**src/rtl/clock_set_ctrl.sv**
```systemverilog
// HH:MM time-keeping and time-setting controller: debounced mode/inc buttons,
// RUN/SET_HH/SET_MM mode FSM, BCD digit registers and blink mask for the scan stage.
module clock_set_ctrl #(
   parameter int DEB_CYCLES = 20,
   parameter int DEB_W      = 5,
   parameter int BLINK_DIV  = 250,
   parameter int BLINK_W    = 8
) (
   input  logic       clk,
   input  logic       rst,
   input  logic       tick,
   input  logic       btn_mode,
   input  logic       btn_inc,
   output logic [3:0] DATA0,
   output logic [3:0] DATA1,
   output logic [3:0] DATA2,
   output logic [3:0] DATA3,
   output logic [3:0] blank,
   output logic [1:0] mode
);

   typedef enum logic [1:0] {
      RUN    = 2'b00,
      SET_HH = 2'b01,
      SET_MM = 2'b10
   } state_t;

   localparam logic [DEB_W-1:0]   DEB_MAX   = DEB_W'(DEB_CYCLES - 1);
   localparam logic [BLINK_W-1:0] BLINK_MAX = BLINK_W'(BLINK_DIV - 1);

   // Index 0 = mode button, index 1 = inc button.
   logic [1:0]            sync1_q, sync2_q, acc_q;
   logic [1:0]            acc_d;
   logic [1:0][DEB_W-1:0] deb_cnt_q, deb_cnt_d;
   logic [1:0]            press;

   state_t               state_q, state_d;
   logic [3:0]           min_u_q, min_t_q, hr_u_q, hr_t_q;
   logic [3:0]           min_u_d, min_t_d, hr_u_d, hr_t_d;
   logic [BLINK_W-1:0]   blink_cnt_q, blink_cnt_d;
   logic                 phase_q, phase_d;
   logic [3:0]           blank_q, blank_d;

   logic p_mode, p_inc;
   logic min_wrap;

   assign p_mode = press[0];
   assign p_inc  = press[1];

   always_comb begin
      // NOTE: every _d gets a default first, so no path through this block can infer a latch.
      acc_d       = acc_q;
      deb_cnt_d   = deb_cnt_q;
      press       = 2'b00;
      state_d     = state_q;
      min_u_d     = min_u_q;
      min_t_d     = min_t_q;
      hr_u_d      = hr_u_q;
      hr_t_d      = hr_t_q;
      blink_cnt_d = blink_cnt_q;
      phase_d     = phase_q;
      blank_d     = 4'b0000;
      min_wrap    = 1'b0;

      // Accept a new level only after it has differed from the accepted one DEB_CYCLES times in a row.
      for (int b = 0; b < 2; b++) begin
         if (sync2_q[b] == acc_q[b]) begin
            deb_cnt_d[b] = '0;
         end else if (deb_cnt_q[b] == DEB_MAX) begin
            deb_cnt_d[b] = '0;
            acc_d[b]     = sync2_q[b];
            press[b]     = sync2_q[b];
         end else begin
            deb_cnt_d[b] = deb_cnt_q[b] + 1'b1;
         end
      end

      if (p_mode) begin
         unique case (state_q)
            RUN:     state_d = SET_HH;
            SET_HH:  state_d = SET_MM;
            default: state_d = RUN;
         endcase
      end

      if (state_q == RUN && tick) begin
         if (min_u_q == 4'd9) begin
            min_u_d = 4'd0;
            if (min_t_q == 4'd5) begin
               min_t_d  = 4'd0;
               min_wrap = 1'b1;
            end else begin
               min_t_d = min_t_q + 4'd1;
            end
         end else begin
            min_u_d = min_u_q + 4'd1;
         end
      end else if (state_q == SET_MM && p_inc && !p_mode) begin
         // Minutes wrap 59 -> 00 here without touching the hours.
         if (min_u_q == 4'd9) begin
            min_u_d = 4'd0;
            min_t_d = (min_t_q == 4'd5) ? 4'd0 : min_t_q + 4'd1;
         end else begin
            min_u_d = min_u_q + 4'd1;
         end
      end

      if (min_wrap || (state_q == SET_HH && p_inc && !p_mode)) begin
         if (hr_t_q == 4'd2 && hr_u_q == 4'd3) begin
            hr_t_d = 4'd0;
            hr_u_d = 4'd0;
         end else if (hr_u_q == 4'd9) begin
            hr_u_d = 4'd0;
            hr_t_d = hr_t_q + 4'd1;
         end else begin
            hr_u_d = hr_u_q + 4'd1;
         end
      end

      if (state_d == RUN) begin
         blink_cnt_d = '0;
         phase_d     = 1'b0;
      end else if (state_q != RUN) begin
         if (blink_cnt_q == BLINK_MAX) begin
            blink_cnt_d = '0;
            phase_d     = ~phase_q;
         end else begin
            blink_cnt_d = blink_cnt_q + 1'b1;
         end
      end

      unique case (state_d)
         SET_HH:  blank_d = {phase_d, phase_d, 2'b00};
         SET_MM:  blank_d = {2'b00, phase_d, phase_d};
         default: blank_d = 4'b0000;
      endcase
   end

   always_ff @(posedge clk or negedge rst) begin
      if (!rst) begin
         sync1_q     <= '0;
         sync2_q     <= '0;
         acc_q       <= '0;
         deb_cnt_q   <= '0;
         state_q     <= RUN;
         min_u_q     <= '0;
         min_t_q     <= '0;
         hr_u_q      <= '0;
         hr_t_q      <= '0;
         blink_cnt_q <= '0;
         phase_q     <= 1'b0;
         blank_q     <= '0;
      end else begin
         // NOTE: non-blocking assignments so every flop samples the pre-edge values of the others.
         sync1_q     <= {btn_inc, btn_mode};
         sync2_q     <= sync1_q;
         acc_q       <= acc_d;
         deb_cnt_q   <= deb_cnt_d;
         state_q     <= state_d;
         min_u_q     <= min_u_d;
         min_t_q     <= min_t_d;
         hr_u_q      <= hr_u_d;
         hr_t_q      <= hr_t_d;
         blink_cnt_q <= blink_cnt_d;
         phase_q     <= phase_d;
         blank_q     <= blank_d;
      end
   end

   assign DATA0 = min_u_q;
   assign DATA1 = min_t_q;
   assign DATA2 = hr_u_q;
   assign DATA3 = hr_t_q;
   assign blank = blank_q;
   assign mode  = state_q;

endmodule
```
**config.mk**
```make
export PLATFORM = sky130hd
export DESIGN_NAME = clock_set_ctrl
export DESIGN_NICKNAME = d
export VERILOG_FILES = /design/src/rtl/clock_set_ctrl.sv
export SDC_FILE = /design/constraint.sdc
export NUM_CORES = 1
export LEC_CHECK = 0
export CORE_ASPECT_RATIO = 1.75
export CORE_MARGIN = 8
export CORE_UTILIZATION = 40
export DETAILED_ROUTE_END_ITERATION = 6
export MAX_ROUTING_LAYER = met4
export PLACE_DENSITY = 0.59
export SLEW_MARGIN = 20
export SYNTH_ARGS = -nofsm -noshare
export SYNTH_HDL_FRONTEND = slang
export SYNTH_SLANG_ARGS = --single-unit
```
**constraint.sdc**
```tcl
create_clock -name clk -period 3.1 [get_ports clk]
set_input_delay 0.62 -clock clk [delete_from_list [all_inputs] [get_ports clk]]
set_output_delay 0.62 -clock clk [all_outputs]
set_load 0.01 [all_outputs]
```
=== Word level (Yosys, flattened, before mapping) ===
Cells that the tools add are included.

* Add/sub/neg operators: 7
* $mul: 0
* Div/mod/pow operators: 0
* $lt $le $gt $ge: 0
* Eq/ne operators: 14
* Shift-type cells: 0
* Muxes and demuxes: 31
* Bitwise gates (word level): 3
* Reductions and logical operators: 17

{| class="wikitable"
|+ Operators with widths
! kind !! number
|-
| 4-bit two-way mux || 11
|-
| 8-bit two-way mux || 3
|-
| 5-bit two-way mux || 4
|-
| 4-bit by 1-bit adder with 4-bit output, second input constant || 4
|-
| 5-bit by 1-bit adder with 5-bit output, second input constant || 2
|-
| 5-bit == test, second input constant || 2
|-
| 1-bit two-way mux || 10
|-
| 8-bit by 1-bit adder with 8-bit output, second input constant || 1
|-
| 4-bit by 2-bit == test with 1-bit output, second input constant || 2
|-
| 4-bit == test, second input constant || 2
|-
| 8-bit == test, second input constant || 1
|-
| 4-bit one-hot mux with 2 select lines || 1
|-
| 2-bit nonzero test || 4
|-
| 1-bit logical AND || 6
|-
| 2-bit AND reduction || 3
|-
| 2-bit by 1-bit == test with 1-bit output, second input constant || 2
|-
| 2-bit == test, second input constant || 2
|-
| 4-bit by 3-bit == test with 1-bit output, second input constant || 1
|-
| 2-bit logical NOT || 2
|-
| 2-bit one-hot mux with 2 select lines || 1
|-
| 1-bit inverter || 3
|-
| 1-bit == test || 2
|-
| 2-bit two-way mux || 1
|-
| 1-bit logical NOT || 1
|-
| 1-bit logical OR || 1
|}

* Register bits: 47
* Bits in latches: 0
* RAM bits: 0
* ROM bits: 0
* Input bits: 5
* Output and inout port bits: 22
* Memories: 0

=== Logic depth before layout (Yosys ltp) ===
* Depth in word-level cells: 7
* Gate-level depth with buffers: 12

=== Least setup slack after synthesis ===
No wires, ideal clock.

* Path kind: register -> register
* Start: register deb_cnt_q[0] in the netlist's numbering
* End: register blink_cnt_q[7]
* Arrival time: 2405 ps
* Setup slack: 574 ps
* Cell stages (with the launch flop): 12
* Buffers on the path: 2
* Cell sequence: dfrtp_1 -> ha_1 -> nand4bb_1 -> clkbuf_4 -> or2_0 -> clkbuf_1 -> nor3b_1 -> a21oi_1 -> ha_1 -> nor3_1 -> nor3_1 -> a22o_1

* Cells in the longest elaborated chain, start to end: 6
* Elaborated cells on any way between the ends: 7

{| class="wikitable"
|+ RTL lines
! item !! RTL line !! source
|-
| start: declaration || 34 || <nowiki>logic [1:0][DEB_W-1:0] deb_cnt_q, deb_cnt_d;</nowiki>
|-
| start signal: assignment || 158 || <nowiki>deb_cnt_q <= deb_cnt_d;</nowiki>
|-
| 5-bit == test * || 69 || <nowiki>end else if (deb_cnt_q[b] == DEB_MAX) begin</nowiki>
|-
| 1-bit two-way mux * || 69 ||
|-
| 1-bit two-way mux * || 67 || <nowiki>if (sync2_q[b] == acc_q[b]) begin</nowiki>
|-
| 2-bit two-way mux * || 78 || <nowiki>if (p_mode) begin</nowiki>
|-
| 2-bit logical NOT * || 120 || <nowiki>if (state_d == RUN) begin</nowiki>
|-
| 8-bit two-way mux / 2-bit nonzero test (equally long branches) || n/a ||
|-
| end signal: assignment || 164 || <nowiki>blink_cnt_q <= blink_cnt_d;</nowiki>
|-
| end: declaration || 40 || <nowiki>logic [BLINK_W-1:0] blink_cnt_q, blink_cnt_d;</nowiki>
|}

Mark *: on every way between the ends. The rest lies on a longest branch, timed or not.
A chain may end at the register's enable or synchronous reset.

=== Worst setup path in the final report ===
* Start: register deb_cnt_q[0] in the netlist's numbering
* End: register blink_cnt_q[5]

Same word-level chain as after synthesis.

==> impl_results.md <==
* CTS tree: yes
* Top FF cell, synth: dfrtp_1
* Setup TNS after final layout at 0 ns
* Detailed Place HPWL at 3320 µm
* Worst Path Required at 3.26 ns
* Reg2reg end: blink_cnt_q[5]
* Vias at 1676
* PortBufs at 26
* Max-Slew Margin vs Limit at 0.569
* Seq/Total Area, Yosys at 0.472
* Top cells by area, synth: dfrtp_1 (47%), ha_1 (5.8%), xor2_1 (4.0%)
* Register bit count reported by yosys at 45
* Lkg Pwr at about 1.2 nW
* Post-synth cell types at 58
* Worst hold path class: in -> async
* Largest net degree at the start of global routing at 46
* Yosys warns at 0
* CTS Hold Bufs at 0
* R2R Setup Slk at about 0.42 ns
* Startpoint types: register
* Top cell type by total area after synthesis: dfrtp_1
* Met1 Use GR at 0.118
* Clock Root Buffer: clkbuf_8
* Core Rows at 37
* DR pass1 iterations at 4
* Path depth of the worst reg2reg path at 10
* CTS buffer count at 5
* Worst Path Class, Setup: reg -> reg
* Status: completed
* Post-Syn Nets at 232
* Gr ovfl total at 0
* Skew-Pair Late Insertion Delay at 0.30 ns
* Layout Cells excl Fill at between 300 and 400
* Post-synth EDFFs at 0
* P&R area growth vs syn at 19.1%
* Die Footprint at 8780 µm²
* Critical R2R Launch: deb_cnt_q[0]
* Nets at 259
* H-tree depth at 2
* Core area at 5830 µm²
* Crit path max fanout at 6
* GRT Overall Usage at 0.117
* Wire length per cell at 14.3 µm
* F_max at 374 MHz
* Synthesized instance count at about 220
* Clock-pin slew on the worst setup and hold paths at 0.09 ns
* Clk buf depth at 2
* Crit path DAT at 2.84 ns
* Fin crit share at 0.863
* Max capacitance violation total at 0
* Layout cells sized above 1 at 0.152
* Cell with the most instances after synthesis: dfrtp_1
* Cell Area, Synth at 2380 µm²
* Mean post-synth cell area at 11.0 µm²
* Post-DRT Antenna Nets at 0
* Final setup violating endpoints at 0
* Met2 Track Usage GR at 0.208
* Final WL at 4620 µm
* Drt drc at 0
* Die Height at 118 µm
* Vias in the first global route at 1759
* Crit end category: register
* I/O pins at 27
* Final WS setup at approximately 0.42 ns
* Initial Util at 0.409
* Die width at 74.4 µm
* Pins Over Slew Limit at 0
* Initial antenna violation count at 0
* Placed Cells at 314
* Top Usage Layer GRT: met2
* Iteration-0 DRC Markers at 72
* Cell Pwr Density at 625 nW/µm²
* Clk_skew at 0.00751 ns
* Commonest cells post-synth: dfrtp_1 (45), nor2_1 (23), ha_1 (11), nand2_1 (11), xor2_1 (11)
* Hold Fails Final Rpt at 0
* Fill cells at 587
* Worst slack, placed at 0.443 ns
* Total setup buffers inserted after CTS at 0
* Global-route wire length before repair at just under 8000 µm
* Final min period at 2.68 ns
* Worst-Margin Slew at about 0.64 ns
* M3 GR Usage at 0.0213
* PnR Total Power at 0.00177 W
* Synth async-reset ratio at 1.00
* RePlAce Congestion at slightly below 0.8
* Maximum VDD drop at 0.000401 V
* Post-DR vias/cell at around 5.2
* RSZ-0062 raised after global routing: no
* PostCTS Resize Cnt at 0
* TritonCTS Sinks at 45
* Yosys top cell area share at 0.472
* Antenna diodes at 0
-- power by group --
group / leakage [nW] / internal (W) / switching (W) / total [W]
sequential: 0.581 / 0.000670 / 0.000119 / 0.000789
clock: 0.0681 / 0.000320 / 0.000205 / 0.000525
combinational: 0.537 / 0.000262 / 0.000198 / 0.000460
-- metal layers --
layer | share of wire | vias up
li1 | - | 821
met1 | 0.41 | 828
met2 | 0.54 | 21
met3 | 0.025 | 6
met4 | 0.017 | 0
met5 | 0 | -
-- critical path: stages (launching register included) --
cell and delay (ns):
dfrtp_1 0.37, ha_1 0.22, nand4bb_1 0.15, or2_0 0.33
nor3b_1 0.27, a21oi_1 0.10, ha_1 0.30, nor3_1 0.47
nor3_1 0.13, xnor2_1 0.16, nor2_1 0.06
-- flip-flops by register name, indices dropped and copies added, names as in the netlist --
signal       cells
sync1_q          2
DATA1            4
DATA2            4
acc_q            2
sync2_q          2
phase_q          1
DATA3            4
blink_cnt_q      8
deb_cnt_q       10
mode             2
DATA0            4
blank            2
-- through the flow --
step	hold slack, ns	util	cell area, µm²
global route	0.351	0.487	2840
detailed placement	0.339	0.463	2700
floorplan	0.324	-	2380
finish	0.313	0.487	2840
global placement	0.339	0.463	2700
CTS	0.359	0.486	2840
-- layout make-up --
class,count,area (µm²),area share
Sequential cell,45,1130,0.397
Timing Repair Buffer,29,280,0.0987
Multi-Input combinational cell,153,1170,0.411
Inverter,9,33.8,0.0119
Clock inverter,3,65.1,0.0229
Tap cell,78,97.6,0.0344
Clock buffer,5,68.8,0.0242
-- cells in the final DEF, fill, tap and decap left out, types with 2 or more instances in the layout --
cell type        count
a2111oi_2            2
a211o_1              2
a211oi_1             3
a211oi_2             2
a21oi_1              7
a22o_1               2
and2b_2              2
buf_4                4
bufinv_16            2
clkbuf_8             5
clkdlybuf4s50_1     25
dfrtp_1             45
ha_1                11
inv_1                9
mux2_1               2
mux2_2               6
mux2i_1              3
nand2_1             11
nand2b_1             3
nand3_1              8
nand4_1              2
nor2_1              23
nor3_1               3
nor3b_1              4
o2111ai_2            2
o21ai_0              5
o22ai_1              3
o31ai_1              2
or2b_2               2
or3_1                2
xnor2_1              5
xor2_1              11
-- cells by family (layout without fill, tap and decap cells) --
family                     Yosys count  in the layout  share of synthesized area
DFF                                 45             45                      0.472
muxes                               11             11                     0.0504
buffers and inverters               18             46                     0.0378
adders and majority gates           11             11                     0.0577
and+or+nand+nor                     73             73                      0.172
xor gates and xnor gates            16             16                     0.0588
AOI/OAI and AO/OA                   42             42                      0.151
-- worst max path at each step --
stage	slack, ns	start	cells past startpoint	endpoint
global route	0.19	deb_cnt_q[0]	10	blink_cnt_q[5]
global placement	0.54	acc_q[0]	9	blink_cnt_q[5]
CTS	0.43	acc_q[0]	9	blink_cnt_q[5]
finish	0.42	deb_cnt_q[0]	10	blink_cnt_q[5]
floorplan	0.57	deb_cnt_q[0]	11	blink_cnt_q[7]
detailed placement	0.44	acc_q[0]	9	blink_cnt_q[5]
No activity file was read; power rests on OpenSTA's default activity.
